**src/rtl/packet_register_controller_pkg.sv**
```systemverilog
`default_nettype none
// packet_register_controller_pkg: shared packet beat type, command bytes and controller states.
package packet_register_controller_pkg;

  typedef struct packed {
    logic [7:0] Source;
    logic [7:0] Destination;
    logic [7:0] Length;
    logic [7:0] Data;
    logic       SoP;
    logic       EoP;
    logic       Valid;
  } UART_PACKET;

  localparam logic [7:0] CMD_READ  = 8'h00;
  localparam logic [7:0] CMD_WRITE = 8'h01;
  localparam logic [7:0] ACK_BYTE  = 8'h01;

  typedef enum logic [2:0] {
    ST_IDLE      = 3'd0,
    ST_GET_ADDR  = 3'd1,
    ST_GET_DATA  = 3'd2,
    ST_WRITE     = 3'd3,
    ST_READ_WAIT = 3'd4,
    ST_SEND      = 3'd5,
    ST_DISCARD   = 3'd6
  } ctrl_state_t;

endpackage
`default_nettype wire

```
**src/rtl/packet_tx_serialiser.sv**
```systemverilog
`default_nettype none
// packet_tx_serialiser: emits a response packet one byte per beat, MSB first,
// holding each beat unchanged until the sink accepts it.
module packet_tx_serialiser
  import packet_register_controller_pkg::*;
#(
  parameter int BLOCK_WIDTH = 32
) (
  input  logic                   clk,
  input  logic                   rst,
  input  logic                   load,
  input  logic [BLOCK_WIDTH-1:0] payload,
  input  logic [7:0]             count,
  input  logic [7:0]             dest,
  input  logic [7:0]             src,
  input  logic                   tx_ready,
  output UART_PACKET             tx_stream,
  output logic                   last_accept
);

  logic [BLOCK_WIDTH-1:0] shift_q;
  logic [7:0]             remaining_q;
  logic [7:0]             dest_q;
  logic [7:0]             src_q;
  logic [7:0]             length_q;
  logic                   valid_q;
  logic                   sop_q;
  logic                   eop_q;
  logic                   accept;

  assign accept      = valid_q && tx_ready;
  assign last_accept = accept && (remaining_q == 8'd1);

  always_ff @(posedge clk) begin
    if (rst) begin
      shift_q     <= '0;
      remaining_q <= 8'd0;
      dest_q      <= 8'd0;
      src_q       <= 8'd0;
      length_q    <= 8'd0;
      valid_q     <= 1'b0;
      sop_q       <= 1'b0;
      eop_q       <= 1'b0;
    end else if (load) begin
      shift_q     <= payload;
      remaining_q <= count;
      dest_q      <= dest;
      src_q       <= src;
      length_q    <= count;
      valid_q     <= 1'b1;
      sop_q       <= 1'b1;
      eop_q       <= (count == 8'd1);
    end else if (accept) begin
      sop_q <= 1'b0;
      if (remaining_q == 8'd1) begin
        valid_q <= 1'b0;
        eop_q   <= 1'b0;
      end else begin
        // The byte on the bus is always the top byte of the shift register.
        shift_q     <= shift_q << 8;
        remaining_q <= remaining_q - 8'd1;
        eop_q       <= (remaining_q == 8'd2);
      end
    end
  end

  assign tx_stream.Source      = src_q;
  assign tx_stream.Destination = dest_q;
  assign tx_stream.Length      = length_q;
  assign tx_stream.Data        = shift_q[BLOCK_WIDTH-1 -: 8];
  assign tx_stream.SoP         = sop_q;
  assign tx_stream.EoP         = eop_q;
  assign tx_stream.Valid       = valid_q;

endmodule
`default_nettype wire

```
**src/rtl/packet_register_controller.sv**
```systemverilog
`default_nettype none
// packet_register_controller: parses Rx command packets into register reads/writes and returns
// read data on Tx. Define PACKET_REGISTER_CONTROLLER_WRITE_ACK_EN to acknowledge writes.
module packet_register_controller
  import packet_register_controller_pkg::*;
#(
  parameter int         BLOCK_WIDTH   = 32,
  parameter logic [7:0] LOCAL_ADDRESS = 8'h10
) (
  input  logic                   ipClk,
  input  logic                   ipReset,
  input  UART_PACKET             ipRxStream,
  output UART_PACKET             opTxStream,
  input  logic                   ipTxReady,
  output logic [7:0]             opAddress,
  output logic [BLOCK_WIDTH-1:0] opWrData,
  output logic                   opWrEnable,
  input  logic [BLOCK_WIDTH-1:0] ipRdData,
  output logic                   opRxDropped
);

  localparam int         BYTES     = BLOCK_WIDTH / 8;
  localparam logic [7:0] BYTES_U8  = 8'(BYTES);
  localparam logic [7:0] READ_LEN  = 8'd2;
  localparam logic [7:0] WRITE_LEN = 8'(2 + BYTES);
  localparam logic [7:0] LAST_IDX  = 8'(BYTES - 1);

  ctrl_state_t            state;
  ctrl_state_t            start_next;
  ctrl_state_t            after_busy;
  logic [7:0]             src_q;
  logic [7:0]             len_q;
  logic [7:0]             cmd_q;
  logic [7:0]             byte_cnt;
  logic [7:0]             address_q;
  logic [BLOCK_WIDTH-1:0] data_shift;
  logic [BLOCK_WIDTH-1:0] data_final;
  logic [BLOCK_WIDTH-1:0] wr_data_q;
  logic                   wr_en_q;
  logic                   dropped_q;
  logic                   discard_pending;
  logic                   pending_next;
  logic                   parsing;
  logic                   busy;
  logic                   rx_start;
  logic                   drop_beat;

  logic                   tx_load;
  logic [BLOCK_WIDTH-1:0] tx_payload;
  logic [7:0]             tx_count;
  logic                   tx_last_accept;

  assign parsing    = (state == ST_IDLE) || (state == ST_GET_ADDR) || (state == ST_GET_DATA);
  assign busy       = (state == ST_WRITE) || (state == ST_READ_WAIT) || (state == ST_SEND);
  assign rx_start   = ipRxStream.Valid && ipRxStream.SoP;
  assign drop_beat  = ipRxStream.Valid && busy;
  assign data_final = (data_shift << 8) | BLOCK_WIDTH'(ipRxStream.Data);

  // A beat dropped mid-packet leaves the rest of that packet to be swallowed once we are idle.
  assign pending_next = drop_beat ? !ipRxStream.EoP : discard_pending;
  assign after_busy   = pending_next ? ST_DISCARD : ST_IDLE;

  // Single-beat packets are malformed and simply ignored.
  assign start_next = ipRxStream.EoP ? ST_IDLE :
                      (ipRxStream.Destination == LOCAL_ADDRESS) ? ST_GET_ADDR : ST_DISCARD;

  always_ff @(posedge ipClk) begin
    if (ipReset) begin
      state           <= ST_IDLE;
      src_q           <= 8'd0;
      len_q           <= 8'd0;
      cmd_q           <= 8'd0;
      byte_cnt        <= 8'd0;
      address_q       <= 8'd0;
      data_shift      <= '0;
      wr_data_q       <= '0;
      wr_en_q         <= 1'b0;
      dropped_q       <= 1'b0;
      discard_pending <= 1'b0;
    end else begin
      wr_en_q   <= 1'b0;
      dropped_q <= drop_beat;
      if (parsing && rx_start) begin
        state <= start_next;
        src_q <= ipRxStream.Source;
        len_q <= ipRxStream.Length;
        cmd_q <= ipRxStream.Data;
      end else begin
        case (state)
          ST_IDLE: ;
          ST_GET_ADDR: begin
            if (ipRxStream.Valid) begin
              if (cmd_q == CMD_READ && len_q == READ_LEN && ipRxStream.EoP) begin
                address_q <= ipRxStream.Data;
                state     <= ST_READ_WAIT;
              end else if (cmd_q == CMD_WRITE && len_q == WRITE_LEN && !ipRxStream.EoP) begin
                address_q  <= ipRxStream.Data;
                byte_cnt   <= 8'd0;
                data_shift <= '0;
                state      <= ST_GET_DATA;
              end else begin
                state <= ipRxStream.EoP ? ST_IDLE : ST_DISCARD;
              end
            end
          end
          ST_GET_DATA: begin
            if (ipRxStream.Valid) begin
              data_shift <= data_final;
              if (byte_cnt == LAST_IDX) begin
                if (ipRxStream.EoP) begin
                  wr_data_q <= data_final;
                  wr_en_q   <= 1'b1;
                  state     <= ST_WRITE;
                end else begin
                  state <= ST_DISCARD;
                end
              end else if (ipRxStream.EoP) begin
                state <= ST_IDLE;
              end else begin
                byte_cnt <= byte_cnt + 8'd1;
              end
            end
          end
          ST_WRITE: begin
`ifdef PACKET_REGISTER_CONTROLLER_WRITE_ACK_EN
            state           <= ST_SEND;
            discard_pending <= pending_next;
`else
            state           <= after_busy;
            discard_pending <= 1'b0;
`endif
          end
          ST_READ_WAIT: begin
            state           <= ST_SEND;
            discard_pending <= pending_next;
          end
          ST_SEND: begin
            if (tx_last_accept) begin
              state           <= after_busy;
              discard_pending <= 1'b0;
            end else begin
              discard_pending <= pending_next;
            end
          end
          ST_DISCARD: begin
            if (ipRxStream.Valid && ipRxStream.EoP) begin
              state <= ST_IDLE;
            end
          end
          default: state <= ST_IDLE;
        endcase
      end
    end
  end

  // The serialiser captures read data at the end of the single READ_WAIT cycle.
`ifdef PACKET_REGISTER_CONTROLLER_WRITE_ACK_EN
  assign tx_load    = (state == ST_READ_WAIT) || (state == ST_WRITE);
  assign tx_payload = (state == ST_WRITE) ? (BLOCK_WIDTH'(ACK_BYTE) << (BLOCK_WIDTH - 8)) : ipRdData;
  assign tx_count   = (state == ST_WRITE) ? 8'd1 : BYTES_U8;
`else
  assign tx_load    = (state == ST_READ_WAIT);
  assign tx_payload = ipRdData;
  assign tx_count   = BYTES_U8;
`endif

  packet_tx_serialiser #(
    .BLOCK_WIDTH(BLOCK_WIDTH)
  ) u_tx (
    .clk        (ipClk),
    .rst        (ipReset),
    .load       (tx_load),
    .payload    (tx_payload),
    .count      (tx_count),
    .dest       (src_q),
    .src        (LOCAL_ADDRESS),
    .tx_ready   (ipTxReady),
    .tx_stream  (opTxStream),
    .last_accept(tx_last_accept)
  );

  assign opAddress   = address_q;
  assign opWrData    = wr_data_q;
  assign opWrEnable  = wr_en_q;
  assign opRxDropped = dropped_q;

endmodule
`default_nettype wire
```
**config.mk**
```make
export PLATFORM = sky130hd
export DESIGN_NAME = packet_register_controller
export DESIGN_NICKNAME = d
export VERILOG_FILES = /design/src/rtl/packet_register_controller_pkg.sv /design/src/rtl/packet_tx_serialiser.sv /design/src/rtl/packet_register_controller.sv
export SDC_FILE = /design/constraint.sdc
export NUM_CORES = 1
export LEC_CHECK = 0
export CAP_MARGIN = 20
export CORE_ASPECT_RATIO = 0.8
export CORE_MARGIN = 3
export CORE_UTILIZATION = 45
export CTS_BUF_LIST = sky130_fd_sc_hd__clkbuf_4
export CTS_CLUSTER_DIAMETER = 200
export DETAILED_ROUTE_END_ITERATION = 6
export GPL_TIMING_DRIVEN = 0
export PLACE_DENSITY = 0.74
export SYNTH_ARGS = -nofsm -noshare
export SYNTH_HDL_FRONTEND = slang
export SYNTH_HIERARCHICAL = 1
export SYNTH_SLANG_ARGS = --single-unit
export TNS_END_PERCENT = 50
```
**constraint.sdc**
```tcl
create_clock -name ipClk -period 2.4 [get_ports ipClk]
set_clock_uncertainty 0.2 [all_clocks]
set_input_delay 0.72 -clock ipClk [delete_from_list [all_inputs] [get_ports ipClk]]
set_output_delay 0.72 -clock ipClk [all_outputs]
set_load 0.01 [all_outputs]
```
==> flow_summary_export.csv, run 1 <==
group,metric,value,unit
run_status,status,"finished, violations left",
run_status,violations,"negative setup slack",
synthesis,yosysTopAreaCellShare,45.03,%
global_routing,grt.total_usage,23.14,%
floorplanning,start_util,46.79,%
timing,setup_violations,1,
synthesis,async_flop_share,0,%
detailed_routing,drc,0,
critical_path,endpoint_kind,"register",
detailed_routing,drtAntennaViolNets,0,
critical_path,path_cells,"clkdlybuf4s50_1, clkbuf_1, clkbuf_1, nor2_1, a21o_1",
synthesis,netlist_area,7513,sq um
final_layout,nets,1165,
critical_path,required,2.67,ns
floorplanning,die_w,150.5,um
power,leakage,0.003883,uW
timing,finalHoldViolations,0,
floorplanning,fp-row-count,41,
critical_path,crit_fanout,10,
timing,slew_violations,0,
detailed_routing,drt_iter0_drc,607,
global_routing,overflow,0,
clock_network,numCtsBuffers,17,
synthesis,synthTopCellsByCount,"176 x nand2_1, 169 x dfxtp_1, 82 x a21oi_1, 69 x nor2_1, 39 x nor3_1",
power,finalPower,7972,uW
clock_network,clock_sinks,169,
timing,max_clock_freq,412.1,MHz
final_layout,fin_cells,1320,
power,vdd_ir_drop_max,0.0003624,V
timing,rsz0062_at_grt,"yes",
critical_path,critPathKind,"input port to register",
run,drv_cap,0,
synthesis,synthTopCellsByArea,"dfxtp_1 45%, nand2_1 8.8%, a21oi_1 5.5%, mux2i_1 4.1%, nor2_1 3.4%",
timing,fin_ws,-0.02631,ns
timing,holdWs,0.2586,ns
critical_path,arrival,2.70,ns
floorplanning,ios,147,
floorplanning,coreArea,16060,sq um
global_routing,grt_pass1_vias,6594,
global_routing,grt_max_degree,17,
global_routing,antenna_found_initial,1,
detailed_routing,first_pass_iters,5,
synthesis,ys_seq_elements,169,
timing,period_share,101.1,%
synthesis,synth_ff_type,"dfxtp_1",
timing,fin_crit,2.426,ns
synthesis,post-synth-top-count-cell,"nand2_1",
timing,worstMarginPinSlew,0.7933,ns
clock_network,cts_buffer_depth,2,
synthesis,synth_top_area_cell,"dfxtp_1",
synthesis,ys_types,62,
synthesis,seq_area_frac_synth,45.03,%
clock_network,htree_num_levels,4,
detailed_routing,dr_total_vias,7206,
critical_path,slowest_delay,0.68,ns
critical_path,cp_common_cell,"clkbuf_1",
critical_path,cp_slowest_cell,"clkdlybuf4s50_1",
critical_path,crit_path_start_kind,"input port",
timing,slew_headroom,47.11,%
detailed_routing,drt-total-wl,21.12,mm
clock_network,clk_latency,0.57,ns
synthesis,synth_edf_count,0,
worst_hold_path,hold_path_class,"register to register",
floorplanning,dieArea,18290,sq um
power,powerDensity,820.3,nW/um^2
place,dp_cells,1283,
clock_network,cts_tree,"built",
global_routing,grt_pass1_wl,33.91,mm
detailed_routing,wl_per_cell,16.00,um
final_layout,area_delta_synth_final,29.34,%
floorplanning,die-height,121.6,um
final_layout,drive_gt1_share,13.59,%
place,numPortBuffers,146,
clock_network,clkSlewWorstSetupHoldPaths,0.15,ns
place,hpwl,15.42,mm
detailed_routing,via_per_inst,5.459,
synthesis,avgSynthCellArea,8.404,sq um
synthesis,yosys_warnings,6,
critical_path,path_buf_inv,3,
critical_path,cpLargestDelayFamily,"buffers and inverters",
clock_network,clockRootBuffer,"clkbuf_4",
place,gp_congestion,0.9041,
synthesis,syn_inst,894,
## path summary, 6_finish.rpt
path,from,endpoint,slack (ns),cells past startpoint
max,ipReset,byte_cnt[0]$_SDFFE_PP0P_,-0.03,5
min,data_shift[12]$_SDFFE_PP0P_,opWrData[20]$_SDFFE_PP0P_,0.26,2
max reg2reg,u_tx/remaining_q[2]$_SDFFE_PP0P_,state[0]$_SDFFE_PP0P_,0,7
min reg2reg,data_shift[12]$_SDFFE_PP0P_,opWrData[20]$_SDFFE_PP0P_,0.26,2
## registers in the layout, summed over array words and instances, names as in the netlist
register          flops
opWrData             32
u_tx/shift_q         32
data_shift           24
byte_cnt              8
cmd_q                 8
len_q                 8
opAddress             8
src_q                 8
u_tx/dest_q           8
u_tx/length_q         8
u_tx/remaining_q      8
u_tx/src_q            8
state                 3
discard_pending       1
opRxDropped           1
opWrEnable            1
u_tx/eop_q            1
u_tx/sop_q            1
u_tx/valid_q          1
## report_power, final
part / internal [uW] / switching [uW] / leakage (uW) / total, uW
Clock: 657 / 1050 / 0.000157 / 1710
Sequential: 3190 / 247 / 0.00138 / 3440
Combinational: 1200 / 1620 / 0.00235 / 2820
## cells in the final DEF, fill, tap and decap left out, drive strengths merged, types with 4 or more instances in the layout
master         synthesis  layout
a311oi                 4       4
o221ai                 9       9
dfxtp                169     169
o31ai                  4       4
nor4                  11      11
buf                   48      51
clkbuf                36      57
and3                  11      11
conb                   2      30
nand3                 20      20
nor3b                  5       5
a32o                   6       6
nand4                 11      11
o41ai                  8       8
nand2                176     176
clkdlybuf4s50          0      69
nor2                  69      69
ha                     4       4
nor3                  40      40
nor2b                 18      18
o21ai                  8       8
nor4b                  6       6
inv                   27      34
mux2i                 31      31
a211oi                 4       4
a21oi                 83      83
clkinv                 0       4
dlygate4sd2            0      74
o211ai                12      12
a31oi                 11      11
a2111oi               26      26
## stage by stage
step           util, %  worst slack (ns)  area, sq um  TNS (ns)
2_1_floorplan        -           0.04615         7619         0
3_3_place_gp     58.22           -0.8715         9349    -88.67
3_5_place_dp     58.22           -0.8540         9349    -93.90
4_1_cts          59.96          -0.09042         9628  -0.09042
5_1_grt          60.52           -0.1111         9718   -0.3569
6_report         60.52          -0.02631         9718  -0.02631
## layer usage
metal  track usage (%)  up-vias  routed length (um)
met5                 0        -                   0
met4             6.914        0                 417
met3             5.690       28                1513
met2             33.83      260                9168
met1             33.79     3402               10020
li1                  -     3516                   -
## kinds of logic after synthesis
| family | after synthesis | synth area share (%) |
|---|---|---|
| buffers and inverters | 111 | 7.011 |
| other | 2 | 0.09995 |
| DFF | 169 | 45.03 |
| AOI/OAI and AO/OA | 190 | 18.09 |
| xor gates and xnor gates | 3 | 0.3498 |
| muxes | 31 | 4.130 |
| adders and majority gates | 4 | 0.6661 |
| and+or+nand+nor | 384 | 24.63 |
## cell type report
cell class              instances  area, sq um
fillers                      1465         6339
multi-input cells             642         3782
flip-flops and latches        169         3397
repair buffers                151         1404
plain buffers                  83        467.9
well taps                     215        269.0
clock inverters                14        158.9
clock buffers                  18        135.1
inverters                      27        101.3
diodes                          1        2.502
## worst reg2reg max path: stages, from the launching register on
cell and delay, ns:
dfxtp_4 0.39, or4_4 0.58, nor4_4 0.25, nor2_1 0.07
a31oi_1 0.21, a31o_1 0.26, a21oi_1 0.09, a311oi_1 0.24
## timing repair
action | 4_1_cts | 5_1_grt
hold buffers | 0 | 0
pin swaps | 1 | 1
endpoints found under the setup margin | 221 | 128
resized for setup | 105 | 41
setup buffers | 1 | 4
Power figures use the tool's default switching activity.
==> inputs of run 2 (changes only) <==
Settings changed: PLACE_DENSITY 0.74 to 0.71, SLEW_MARGIN set to 20.
Clock period 2.4 ns to 2.87 ns, I/O delays scaled along.
==> flow_summary_export.csv, run 2 (synthesis results as in run 1) <==
group,metric,value,unit
run_status,status,"finished, final reports clean",
final_layout,n_antenna_cell,0,
critical_path,critPathKind,"input port to register",
final_layout,final_cell_mix,"176 x nand2_1, 169 x dfxtp_1, 146 x clkdlybuf4s50_1",
detailed_routing,first_pass_iters,6,
floorplanning,die-height,121.6,um
clock_network,clk_latency,0.58,ns
clock_network,cts_tree,"built",
critical_path,crit_path_start_kind,"input port",
critical_path,slowest_delay,0.68,ns
place,hpwl,15.34,mm
floorplanning,start_util,46.79,%
power,leakage,0.003381,uW
power,powerDensity,670.5,nW/um^2
final_layout,nets,1161,
clock_network,htree_num_levels,4,
floorplanning,fp-row-count,41,
clock_network,clkSlewWorstSetupHoldPaths,0.15,ns
detailed_routing,dr_total_vias,7039,
timing,fin_ws,0.09579,ns
global_routing,grt_pass1_wl,34.46,mm
timing,period_share,96.66,%
floorplanning,coreArea,16060,sq um
timing,rsz0062_at_grt,"yes",
detailed_routing,drtAntennaViolNets,0,
critical_path,required,3.13,ns
place,gp_congestion,0.9317,
timing,finalHoldViolations,0,
critical_path,crit_fanout,10,
floorplanning,dieArea,18290,sq um
final_layout,layout_commonest_cell,"nand2_1",
timing,slew_violations,0,
floorplanning,ios,147,
global_routing,overflow,0,
critical_path,cp_common_cell,"clkbuf_1",
clock_network,clockRootBuffer,"clkbuf_4",
final_layout,final_core_util,59.88,%
timing,worstMarginPinSlew,0.7274,ns
detailed_routing,drt_iter0_drc,713,
clock_network,cts_buffer_depth,2,
global_routing,grt_max_degree,17,
global_routing,antenna_found_initial,0,
clock_network,numCtsBuffers,17,
detailed_routing,wl_per_cell,15.94,um
run,drv_cap,0,
timing,slew_headroom,51.51,%
place,numPortBuffers,146,
detailed_routing,drt-total-wl,20.96,mm
final_layout,area_delta_synth_final,27.98,%
global_routing,grt.total_usage,23.48,%
place,place_ws,-0.5446,ns
worst_hold_path,hold_path_class,"register to register",
clock_network,cts_setup_buffers,0,
final_layout,drive_gt1_share,9.727,%
critical_path,cp_slowest_cell,"clkdlybuf4s50_1",
global_routing,grt_pass1_vias,6551,
critical_path,endpoint_kind,"register",
timing,setup_violations,0,
clock_network,cts_resized,0,
critical_path,path_cells,"clkdlybuf4s50_1, clkbuf_1, buf_1, clkbuf_1, nor2_1",
timing,fin_crit,2.774,ns
detailed_routing,via_per_inst,5.353,
timing,fin_setup_tns,0,ns
floorplanning,die_w,150.5,um
power,vdd_ir_drop_max,0.0003030,V
clock_network,clock_sinks,169,
timing,max_clock_freq,360.5,MHz
clock_network,cts_hold_buf,0,
critical_path,arrival,3.04,ns
timing,holdWs,0.2638,ns
detailed_routing,drc,0,
==> run 2: cell count changes in the layout (fill, tap and decap cells not counted), moves of 3 or more <==
cell / delta
clkinvlp_4: +3
dfxtp_2: -8
dlygate4sd2_1: -74
buf_1: +5
buf_4: -7
clkbuf_2: -14
dfxtp_1: +9
a2111oi_0: +3
clkbuf_4: -5
clkdlybuf4s50_1: +77
clkbuf_1: +17
==> run 2: stage by stage <==
| step | instance area [sq um] | total power (uW) | cells |
|---|---|---|---|
| 2_1_floorplan | 7619 | 4449 | 922 |
| 3_3_place_gp | 9349 | 5142 | 1283 |
| 3_5_place_dp | 9349 | 5170 | 1283 |
| 4_1_cts | 9602 | 6441 | 1315 |
| 5_1_grt | 9615 | 6863 | 1315 |
| 6_report | 9615 | 6447 | 1315 |
==> run 2: path summary, 6_finish.rpt <==
kind	slack, ns	start	depth (start not counted)	end
hold / removal	0.26	data_shift[2]$_SDFFE_PP0P_	2	opWrData[10]$_SDFFE_PP0P_
setup / recovery	0.1	ipReset	5	opAddress[6]$_SDFFE_PP0P_
hold reg to reg	0.26	data_shift[2]$_SDFFE_PP0P_	2	opWrData[10]$_SDFFE_PP0P_
setup reg to reg	0.25	u_tx/remaining_q[2]$_SDFFE_PP0P_	7	state[1]$_SDFFE_PP0P_
==> run 2: layout make-up <==
cell class / instances / area (sq um)
flip-flops and latches: 169 / 3383
well taps: 215 / 269.0
repair buffers: 146 / 1461
fillers: 1492 / 6441
inverters: 27 / 101.3
multi-input cells: 642 / 3715
plain buffers: 84 / 432.9
clock buffers: 18 / 135.1
clock inverters: 14 / 117.6
==> run 2: layer usage <==
metal	GRT usage, %	up-vias	wire length (um)
met5	0	-	0
met4	6.057	0	223
met3	5.801	20	1541
met2	33.04	213	8850
met1	35.76	3308	10340
li1	-	3498	-
==> run 2: worst max-delay path: cells and delay by family <==
kind	cells	cell delay, ns
buffers and inverters	4	2.06
AND/OR/NAND/NOR	1	0.11
==> run 2: power breakdown <==
part           switching [uW]  internal, uW  leakage, uW
Clock                     915           372     0.000129
Sequential                198          2660      0.00137
Combinational            1310           991      0.00188
